## src/rtl/gpio_in_conditioner.sv

```systemverilog
// Switch input conditioning: per-bit 2-FF sync, tick-based debounce, edge pulses, sticky flags.
// Optional GPIO_COND_IRQ_EN adds IRQ_MASK and a registered irq_o summarizing masked evt_o.

module gpio_in_conditioner_lane #(
  parameter int DEB_TICKS = 10
) (
  input  logic clk_i,
  input  logic rst_ni,
  input  logic raw,
  input  logic tick,
  input  logic clr,
  output logic stable,
  output logic rise,
  output logic fall,
  output logic evt
);
  localparam int CW = $clog2(DEB_TICKS + 1);

  logic          s1, s2;
  logic [CW-1:0] c;
  logic          accept;

  assign accept = (s2 != stable) && tick && (c == CW'(DEB_TICKS - 1));

  always_ff @(posedge clk_i or negedge rst_ni) begin
    if (!rst_ni) begin
      s1     <= 1'b0;
      s2     <= 1'b0;
      c      <= '0;
      stable <= 1'b0;
      rise   <= 1'b0;
      fall   <= 1'b0;
      evt    <= 1'b0;
    end else begin
      s1 <= raw;
      s2 <= s1;
      // Any agreeing cycle restarts qualification; off-tick disagreement holds c.
      if (s2 == stable) begin
        c <= '0;
      end else if (tick) begin
        if (accept) begin
          stable <= s2;
          c      <= '0;
        end else begin
          c <= c + 1'b1;
        end
      end
      rise <= accept & s2;
      fall <= accept & ~s2;
      // Set from the registered pulses wins over a simultaneous clear.
      evt  <= (evt & ~clr) | rise | fall;
    end
  end
endmodule

module gpio_in_conditioner #(
  parameter int WIDTH     = 16,
  parameter int TICK_DIV  = 100000,
  parameter int DEB_TICKS = 10
`ifdef GPIO_COND_IRQ_EN
  ,
  parameter logic [WIDTH-1:0] IRQ_MASK = {WIDTH{1'b1}}
`endif
) (
  input  logic             clk_i,
  input  logic             rst_ni,
  input  logic [WIDTH-1:0] raw_i,
  output logic [WIDTH-1:0] stable_o,
  output logic [WIDTH-1:0] rise_o,
  output logic [WIDTH-1:0] fall_o,
  output logic [WIDTH-1:0] evt_o,
  input  logic [WIDTH-1:0] evt_clr_i
`ifdef GPIO_COND_IRQ_EN
  ,
  output logic             irq_o
`endif
);
  localparam int PW = $clog2(TICK_DIV);

  logic [PW-1:0] pre_cnt;
  logic          tick;

  // One prescaler shared by every channel keeps all lanes on the same tick phase.
  assign tick = (pre_cnt == PW'(TICK_DIV - 1));

  always_ff @(posedge clk_i or negedge rst_ni) begin
    if (!rst_ni)   pre_cnt <= '0;
    else if (tick) pre_cnt <= '0;
    else           pre_cnt <= pre_cnt + 1'b1;
  end

  for (genvar i = 0; i < WIDTH; i++) begin : g_lane
    gpio_in_conditioner_lane #(.DEB_TICKS(DEB_TICKS)) u_lane (
      .clk_i  (clk_i),
      .rst_ni (rst_ni),
      .raw    (raw_i[i]),
      .tick   (tick),
      .clr    (evt_clr_i[i]),
      .stable (stable_o[i]),
      .rise   (rise_o[i]),
      .fall   (fall_o[i]),
      .evt    (evt_o[i])
    );
  end

`ifdef GPIO_COND_IRQ_EN
  always_ff @(posedge clk_i or negedge rst_ni) begin
    if (!rst_ni) irq_o <= 1'b0;
    else         irq_o <= |(evt_o & IRQ_MASK);
  end
`endif
endmodule

```

## config.mk

```make
export PLATFORM = sky130hd
export DESIGN_NAME = gpio_in_conditioner
export DESIGN_NICKNAME = d
export VERILOG_FILES = /design/src/rtl/gpio_in_conditioner.sv
export SDC_FILE = /design/constraint.sdc
export NUM_CORES = 1
export LEC_CHECK = 0
export ABC_AREA = 1
export BUFFER_PORTS_ARGS = -buffer_cell sky130_fd_sc_hd__buf_2
export CAP_MARGIN = 20
export CORE_MARGIN = 2
export CORE_UTILIZATION = 42
export CTS_BUF_LIST = sky130_fd_sc_hd__clkbuf_4 sky130_fd_sc_hd__clkbuf_8
export CTS_CLUSTER_SIZE = 20
export DETAILED_ROUTE_END_ITERATION = 7
export SKIP_LAST_GASP = 1
export SLEW_MARGIN = 20
export SYNTH_ARGS = -nofsm -noshare
export SYNTH_HDL_FRONTEND = slang
export SYNTH_SLANG_ARGS = --single-unit
```

## constraint.sdc

```tcl
create_clock -name clk_i -period 1.7 [get_ports clk_i]
set_clock_uncertainty 0.2 [all_clocks]
set_input_delay 0.17 -clock clk_i [delete_from_list [all_inputs] [get_ports clk_i]]
set_output_delay 0.17 -clock clk_i [all_outputs]
set_load 0.005 [all_outputs]
```

==> results.yml, run 1 <==
sta:
  maxSlewViolCount: 0
  postLayoutSetupSlackWorst_ns: -0.142
  relSlewSlack: 0.614
  finalSetupViolCount: 116
  tns_ns: -8.91
  rsz0062_at_grt: "yes"
  period_needed_ns: 1.84
  hold_violations: 0
  period_share: 1.08
  tightest_slew_ns: 0.577
  fmax_mhz: 543
  hold_ws_ns: 0.127
final_layout:
  num-fill-cells: 1912
  multi_input_area_sq_um: 3630
  drive_above_1_share: 0.256
  diodes: 0
  register_area_sq_um: 4430
  stdcell_count: 1479
  area_growth_pct: 22.9
  finalNetCount: 1258
  design_area_sq_um: 11000
detailed_routing:
  drt-initial-drc-count: 260
  vias: 6817
  final_antenna_net_count: 0
  vias_per_cell: 4.61
  drc: 0
  firstDrtPassIters: 4
  drt-total-wl_um: 18000
  wire_per_inst_um: 12.2
global_route:
  grtUsageTotal: 0.167
  overflow: 0
  grt_max_degree: 43
  antenna_found_initial: 0
  grt_pass1_wl_um: 30200
  grt_pass1_vias: 6499
yosys:
  synth_top_area_frac: 0.494
  synth_cells: 1024
  synth.yosys.seq_area_share: 0.494
  yosys_warnings: 0
  synth_cell_types: 28
  synth_edf_count: 0
  avgSynthCellArea_sq_um: 8.76
  synth.most_common_cell: "nand2_1"
  ys_top_cells_by_count: "nand2_1, dfrtp_1, inv_1"
  dominantRegCellSynth: "dfrtp_1"
  syn_area_sq_um: 8970
  yosysTopAreaCell: "dfrtp_1"
  ys_seq_elements: 177
  syn-num-nets: 1091
  ys_top_cells_by_area: "dfrtp_1, nand2_1, buf_4, inv_1, nor2_1"
  async_reset_ff_frac: 1.00
setup_path:
  cp.depth: 11
  cp_num_buf_inv: 3
  path_delay_family: "simple AND/OR/NAND/NOR gates"
  cp_cell_sequence: "ha_2 > nand2_2 > inv_2 > nand2_4 > nor2_4 > nand3_4 > buf_12 > nand2_1 > inv_1 > nand2_1 > nand2_1"
  cp.required_ns: 1.88
  cp_slowest_stage_delay_ns: 0.38
  start_kind: "flip-flop"
  rr_worst_depth: 11
  cp_slowest_cell: "dfrtp_1"
  crit_start: "pre_cnt[1]$_DFF_PN0_"
  crit_fanout: 15
  criticalPathCategory: "flip-flop to flip-flop"
  r2r-start: "pre_cnt[1]$_DFF_PN0_"
  cp-end-kind: "flip-flop"
  reg2reg_to: "g_lane[13].u_lane.c[3]$_DFFE_PN0P_"
  r2r_slack_ns: -0.14
  cp_common_cell: "nand2_1"
  setup.worst_path.end: "g_lane[13].u_lane.c[3]$_DFFE_PN0P_"
  arrival_ns: 2.02
floorplanning:
  rows: 53
  die-area_sq_um: 22500
  coreArea_sq_um: 21000
  io_pins: 98
  start_util: 0.427
  fp.dieW_um: 150
  fp.dieH_um: 150
outcome:
  status: "finished with violations"
  violations: "negative setup slack"
clock_network:
  cts.reportedPaths.clkPinSlew_ns: 0.10
  cts_tree: "yes"
  cts.sink_count: 177
  cts.path.max_buffers: 2
  ctsHtreeMaxLevel: 4
  root_buffer: "clkbuf_8"
  clkLatencyLatePin_ns: 0.48
  numCtsBuffers: 17
power_and_ir_drop:
  ir_drop_mv: 0.383
  internal-power_mw: 5.63
  total_power_mw: 7.57
  leakagePower_nw: 5.81
  swShare: 0.256
  power_switching_mw: 1.94
  pwr-share-clk: 0.389
  p_comb_frac: 0.047
  powerDensity_nw_per_um2: 687
  seqPwrFrac: 0.565
placed_design:
  gp_congestion: 0.845
  hpwl_um: 12500
  numPortBuffers: 97
  place_inst: 1406
  placed_area_sq_um: 9970
worst_hold_path:
  hp-class: "primary input to flip-flop"
  min_from: "raw_i[13]"
run:
  max_cap_viol_count: 0
[repair_timing]
action                                  in CTS  in global routing
hold endpoints to repair                   209                  0
pin swaps                                    9                 14
hold buffers                                34                  0
buffers inserted                             0                  5
endpoints found under the setup margin     117                125
gates resized for setup                     24                 49
cloned                                       1                  1
[layer usage]
layer,vias up,part of all wire,global-route usage
met5,-,0,0
met4,0,0.012,0.0453
met3,17,0.030,0.0406
met2,84,0.49,0.279
met1,3210,0.47,0.216
li1,3506,-,-
[cell families after synthesis]
family,share of synthesized area
compound gates,0.0421
simple gates,0.261
fa+ha+maj,0.0460
mux,0.00112
buf+inv,0.124
xor+xnor,0.0322
flops,0.494
[worst min-delay path by stage]
| stage | to | slack [ns] | cells past startpoint |
|---|---|---|---|
| final | g_lane[13].u_lane.s1$_DFF_PN0_ | 0.13 | 2 |
| after global routing | g_lane[3].u_lane.s1$_DFF_PN0_ | 0.09 | 2 |
| after floorplan | g_lane[0].u_lane.c[0]$_DFFE_PN0P_ | -0.33 | 0 |
| after CTS | g_lane[11].u_lane.s1$_DFF_PN0_ | 0.1 | 2 |
| after detailed placement | g_lane[0].u_lane.c[3]$_DFFE_PN0P_ | -0.05 | 1 |
| after global placement | g_lane[0].u_lane.c[3]$_DFFE_PN0P_ | -0.05 | 1 |
[layout make-up]
cell class                      instances  area share
Timing Repair Buffer                  223       0.153
Clock inverter                         15      0.0149
Sequential cell                       177       0.402
Inverter                              143      0.0489
Clock buffer                           17      0.0212
Tap cell                              275      0.0312
Multi-Input combinational cell        629       0.329
[state kept, by name (all words and copies together), names as in the netlist]
register,flops
g_lane.u_lane.c,64
pre_cnt,17
g_lane.u_lane.evt,16
g_lane.u_lane.fall,16
g_lane.u_lane.rise,16
g_lane.u_lane.s1,16
g_lane.u_lane.s2,16
g_lane.u_lane.stable,16
[placed cells by master (no fill, tap or decap), drive strengths merged]
master,n
inv,152
nand3,67
nor3,20
or2,1
o21ai,52
nand4,46
dfrtp,177
ha,33
clkbuf,19
a21boi,1
clkinvlp,1
xor2,33
clkinv,4
dlygate4sd3,34
nand2,222
buf,187
nor2,131
bufinv,1
mux2i,1
a21oi,22
[power groups by stage]
stage | clock (mW) | combinational, mW | sequential (mW)
floorplan | 0 | 0.0827 | 4.35
global placement | 0 | 0.280 | 4.36
detailed placement | 0 | 0.283 | 4.36
CTS | 3.05 | 0.347 | 4.27
global route | 3.22 | 0.397 | 4.28
finish | 2.94 | 0.354 | 4.27
[through the flow]
stage,setup slack [ns],util
after floorplan,0.0184,-
final,-0.142,0.525
after global routing,-0.281,0.525
after CTS,-0.134,0.514
after detailed placement,-0.150,0.474
after global placement,-0.126,0.474
Note: power is estimated with default switching activity, not from simulation.
==> run 2: changes to the inputs <==
==> constraint.sdc (replaced) <==
create_clock -name clk_i -period 1.95 [get_ports clk_i]
set_clock_uncertainty 0.2 [all_clocks]
set_input_delay 0.195 -clock clk_i [delete_from_list [all_inputs] [get_ports clk_i]]
set_output_delay 0.195 -clock clk_i [all_outputs]
set_load 0.005 [all_outputs]
==> results.yml, run 2 (synthesis gave the netlist of run 1 again) <==
placed_design:
  place_inst: 1375
  place_ws_ns: 0.0516
  placed_area_sq_um: 9700
  hpwl_um: 11800
  numPortBuffers: 97
  gp_congestion: 0.817
global_route:
  overflow: 0
  grt_max_degree: 45
  antenna_found_initial: 0
  grt_pass1_vias: 6208
  grt_pass1_wl_um: 28700
  grtUsageTotal: 0.158
final_layout:
  final_common_cell: "nand2_1"
  max_flop_register: "g_lane.u_lane.c"
  final_core_util: 0.500
  finalNetCount: 1220
  drive_above_1_share: 0.205
  top_regs: "g_lane.u_lane.c (64), pre_cnt (17)"
  design_area_sq_um: 10500
  final_cell_mix: "nand2_1, dfrtp_1, inv_1, nor2_1, buf_2"
  num-fill-cells: 1918
  largest_register_ffs: 64
  area_growth_pct: 17.1
  diodes: 0
  stdcell_count: 1441
sta:
  finalSetupViolCount: 0
  period_needed_ns: 1.84
  tightest_slew_ns: 0.477
  rsz0062_at_grt: "yes"
  maxSlewViolCount: 0
  fmax_mhz: 543
  hold_violations: 0
  tns_ns: 0
  postLayoutSetupSlackWorst_ns: 0.110
  hold_ws_ns: 0.0220
  period_share: 0.944
  relSlewSlack: 0.681
clock_network:
  root_buffer: "clkbuf_8"
  clkLatencyLatePin_ns: 0.46
  cts_tree: "yes"
  cts.reportedPaths.clkPinSlew_ns: 0.10
  cts.sink_count: 177
  cts.path.max_buffers: 2
  numCtsBuffers: 17
  ctsHtreeMaxLevel: 4
power_and_ir_drop:
  ir_drop_mv: 0.350
  pwr-share-clk: 0.389
  total_power_mw: 6.54
  seqPwrFrac: 0.570
  p_comb_frac: 0.041
  power_switching_mw: 1.52
  swShare: 0.232
  internal-power_mw: 5.02
  powerDensity_nw_per_um2: 622
  leakagePower_nw: 5.55
setup_path:
  crit_start: "pre_cnt[1]$_DFF_PN0_"
  cp.required_ns: 2.09
  r2r_slack_ns: 0.11
  start_kind: "flip-flop"
  criticalPathCategory: "flip-flop to flip-flop"
  cp-end-kind: "flip-flop"
  r2r-start: "pre_cnt[1]$_DFF_PN0_"
  arrival_ns: 1.98
  crit_fanout: 5
floorplanning:
  start_util: 0.427
  fp.dieH_um: 150
  fp.dieW_um: 150
  die-area_sq_um: 22500
  coreArea_sq_um: 21000
  rows: 53
  io_pins: 98
detailed_routing:
  final_antenna_net_count: 0
  drt-total-wl_um: 16700
  vias_per_cell: 4.60
  drt-initial-drc-count: 297
  drc: 0
  vias: 6625
  wire_per_inst_um: 11.6
  firstDrtPassIters: 5
worst_hold_path:
  hp-class: "primary input to asynchronous set/reset pin"
outcome:
  status: "completed"
run:
  max_cap_viol_count: 0
run 2: changes by cell type in the layout (fill, tap and decap cells not counted), sizes merged:
cell and delta:
buf -36, inv -6, clkbuf +2, clkinvlp +2
bufinv +1, dlygate4sd3 -1
run 2: area by class of cell:
cell class,count,area (sq um),area share
clock buffers,20,263,0.0250
clock inverters,12,133,0.0126
inverters,143,537,0.0511
multi-input cells,629,3470,0.330
flip-flops and latches,177,4430,0.422
well taps,275,344,0.0328
repair buffers,185,1330,0.127
run 2: path summary, 6_finish.rpt:
check,to,cells after the start
max in group asynchronous,g_lane[1].u_lane.evt$_DFF_PN0_,3
min in group clk_i,g_lane[15].u_lane.s2$_DFF_PN0_,0
max reg2reg,g_lane[10].u_lane.stable$_DFFE_PN0P_,10
max,g_lane[10].u_lane.stable$_DFFE_PN0P_,10
min,g_lane[0].u_lane.c[2]$_DFFE_PN0P_,2
min reg2reg,g_lane[15].u_lane.s2$_DFF_PN0_,0
run 2: critical path, stage by stage, from the launching register on:
cell and delay [ns]:
dfrtp_1 0.37, ha_2 0.19, nand2_2 0.06, buf_4 0.15, nor2_4 0.11, nand3_1 0.12
nor2_4 0.17, buf_6 0.15, nand4_1 0.09, nand2_1 0.08, nand2_1 0.05
run 2: power by group through the flow:
| stage | registers (mW) | logic, mW | clock network [mW] |
|---|---|---|---|
| after global routing | 3.73 | 0.307 | 2.80 |
| final | 3.73 | 0.268 | 2.54 |
| after detailed placement | 3.80 | 0.220 | 0 |
| after floorplan | 3.79 | 0.0721 | 0 |
| after global placement | 3.80 | 0.221 | 0 |
| after CTS | 3.73 | 0.272 | 2.64 |
run 2: timing repair:
action | in CTS | in global routing
buffers inserted | 0 | 1
hold buffers | 33 | 0
endpoints found under the setup margin | 0 | 60
gates resized for setup | 0 | 19
hold endpoints to repair | 209 | 0
run 2: layer usage:
metal  GRT usage  up-vias  wire length [um]
met1       0.207     3103              7830
met2       0.267       82              8180
met3      0.0306       13               488
li1            -     3427                 -
met5           0        -                 0
met4      0.0448        0               156
==> run 3: changes to the inputs <==
--- a/config.mk
+++ b/config.mk
@@ -9,12 +9,14 @@
 export BUFFER_PORTS_ARGS = -buffer_cell sky130_fd_sc_hd__buf_2
 export CAP_MARGIN = 20
 export CORE_MARGIN = 2
-export CORE_UTILIZATION = 42
+export CORE_UTILIZATION = 50
 export CTS_BUF_LIST = sky130_fd_sc_hd__clkbuf_4 sky130_fd_sc_hd__clkbuf_8
 export CTS_CLUSTER_SIZE = 20
 export DETAILED_ROUTE_END_ITERATION = 7
+export PLACE_DENSITY = 0.7
 export SKIP_LAST_GASP = 1
 export SLEW_MARGIN = 20
 export SYNTH_ARGS = -nofsm -noshare
 export SYNTH_HDL_FRONTEND = slang
 export SYNTH_SLANG_ARGS = --single-unit
+export TNS_END_PERCENT = 5
==> results.yml, run 3 (synthesis gave the netlist of run 1 again) <==
setup_path:
  cp_cell_sequence: "ha_4 > nand2_4 > inv_4 > nand2_4 > nor2_4 > nand3_4 > clkbuf_16 > nor2_2 > nand2_1 > o21ai_0"
  crit_fanout: 6
  criticalPathCategory: "flip-flop to flip-flop"
  cp.required_ns: 2.15
  cp_common_cell: "nand2_4"
  cp_slowest_cell: "dfrtp_1"
  cp_num_buf_inv: 2
  path_delay_family: "simple AND/OR/NAND/NOR gates"
  arrival_ns: 2.11
  cp-end-kind: "flip-flop"
  start_kind: "flip-flop"
  cp_slowest_stage_delay_ns: 0.43
floorplanning:
  fp.dieW_um: 138
  io_pins: 98
  start_util: 0.515
  die-area_sq_um: 19000
  coreArea_sq_um: 17400
  rows: 48
  fp.dieH_um: 138
clock_network:
  clkLatencyLatePin_ns: 0.47
  cts_tree: "yes"
  cts.reportedPaths.clkPinSlew_ns: 0.10
  cts.sink_count: 177
  root_buffer: "clkbuf_8"
  ctsHtreeMaxLevel: 4
  numCtsBuffers: 17
  cts.path.max_buffers: 2
power_and_ir_drop:
  swShare: 0.245
  pwr-share-clk: 0.396
  power_switching_mw: 1.62
  leakagePower_nw: 5.58
  internal-power_mw: 4.99
  seqPwrFrac: 0.564
  ir_drop_mv: 0.446
  p_comb_frac: 0.040
  powerDensity_nw_per_um2: 633
final_layout:
  register_area_sq_um: 4430
  final_cell_mix: "nand2_1, dfrtp_1, inv_1, nor2_1, buf_2"
  largest_register_ffs: 64
  drive_above_1_share: 0.199
  top_regs: "g_lane.u_lane.c (64), pre_cnt (17)"
  num-fill-cells: 1495
  finalNetCount: 1211
  multi_input_area_sq_um: 3480
  final_common_cell: "nand2_1"
  max_flop_register: "g_lane.u_lane.c"
  diodes: 0
  area_growth_pct: 16.4
  stdcell_count: 1382
global_route:
  overflow: 0
  antenna_found_initial: 0
  grt_pass1_wl_um: 28700
  grt_pass1_vias: 6241
  grt_max_degree: 85
  grtUsageTotal: 0.191
placed_design:
  numPortBuffers: 97
  place_ws_ns: 0.0593
  hpwl_um: 11800
  place_inst: 1309
  gp_congestion: 0.854
worst_hold_path:
  hp-class: "primary input to asynchronous set/reset pin"
sta:
  finalSetupViolCount: 0
  period_needed_ns: 1.91
  fmax_mhz: 524
  period_share: 0.980
  postLayoutSetupSlackWorst_ns: 0.0398
  relSlewSlack: 0.658
  rsz0062_at_grt: "yes"
  maxSlewViolCount: 0
  tightest_slew_ns: 0.511
  hold_violations: 0
outcome:
  status: "completed"
detailed_routing:
  drt-total-wl_um: 17500
  drt-initial-drc-count: 489
  drc: 0
  vias: 6723
  wire_per_inst_um: 12.6
  vias_per_cell: 4.86
  firstDrtPassIters: 5
  final_antenna_net_count: 0
run:
  max_cap_viol_count: 0
==> run 3: stage by stage <==
stage               utilization  hold slack (ns)  cell area, sq um  TNS, ns  total power, mW
floorplan                     -           -0.301              8970        0             3.87
global route              0.600           0.0634             10400    -2.41             6.89
CTS                       0.589           0.0472             10300        0             6.71
detailed placement        0.546          0.00493              9520        0             4.02
global placement          0.546          0.00457              9520        0             4.02
finish                    0.600           0.0630             10400        0             6.61
==> run 3: path summary, 6_finish.rpt <==
kind | start | end | cells after the start | slack (ns)
min | rst_ni | g_lane[0].u_lane.s1$_DFF_PN0_ | 3 | 0.06
min reg2reg | g_lane[4].u_lane.s1$_DFF_PN0_ | g_lane[4].u_lane.s2$_DFF_PN0_ | 0 | 0.15
max | pre_cnt[0]$_DFF_PN0_ | g_lane[7].u_lane.c[3]$_DFFE_PN0P_ | 10 | 0.04
max in group asynchronous | rst_ni | g_lane[8].u_lane.c[2]$_DFFE_PN0P_ | 3 | 1.06
min in group clk_i | g_lane[4].u_lane.s1$_DFF_PN0_ | g_lane[4].u_lane.s2$_DFF_PN0_ | 0 | 0.15
max reg2reg | pre_cnt[0]$_DFF_PN0_ | g_lane[7].u_lane.c[3]$_DFFE_PN0P_ | 10 | 0.04
==> run 3: repair_timing <==
action,in CTS,in global routing
endpoints found under the hold margin,209,0
setup buffers,0,4
hold buffers,33,0
endpoints found under the setup margin,0,71
resized for setup,0,18
==> run 3: power groups by stage <==
stage	Clock, mW	Combinational [mW]	Sequential [mW]
6_report	2.62	0.267	3.73
5_1_grt	2.85	0.303	3.73
4_1_cts	2.71	0.271	3.73
3_5_place_dp	0	0.220	3.80
3_3_place_gp	0	0.216	3.80
2_1_floorplan	0	0.0721	3.79
==> run 3: tightest hold or removal path: stages <==
cell and delay, ns:
dlygate4sd3_1 0.54, buf_6 0.13, buf_12 0.24
==> run 3: final cells by class <==
class,count,area share
Sequential cell,177,0.424
Multi-Input combinational cell,629,0.333
Timing Repair Buffer,176,0.126
Inverter,143,0.0516
Tap cell,225,0.0269
Clock buffer,17,0.0224
Clock inverter,15,0.0169
==> run 3: per-layer routing <==
layer / vias up / global-route usage / routed length, um
li1: 3406 / - / -
met1: 3165 / 0.253 / 8130
met2: 131 / 0.318 / 8530
met3: 21 / 0.0442 / 597
met4: 0 / 0.0493 / 228
met5: - / 0 / 0
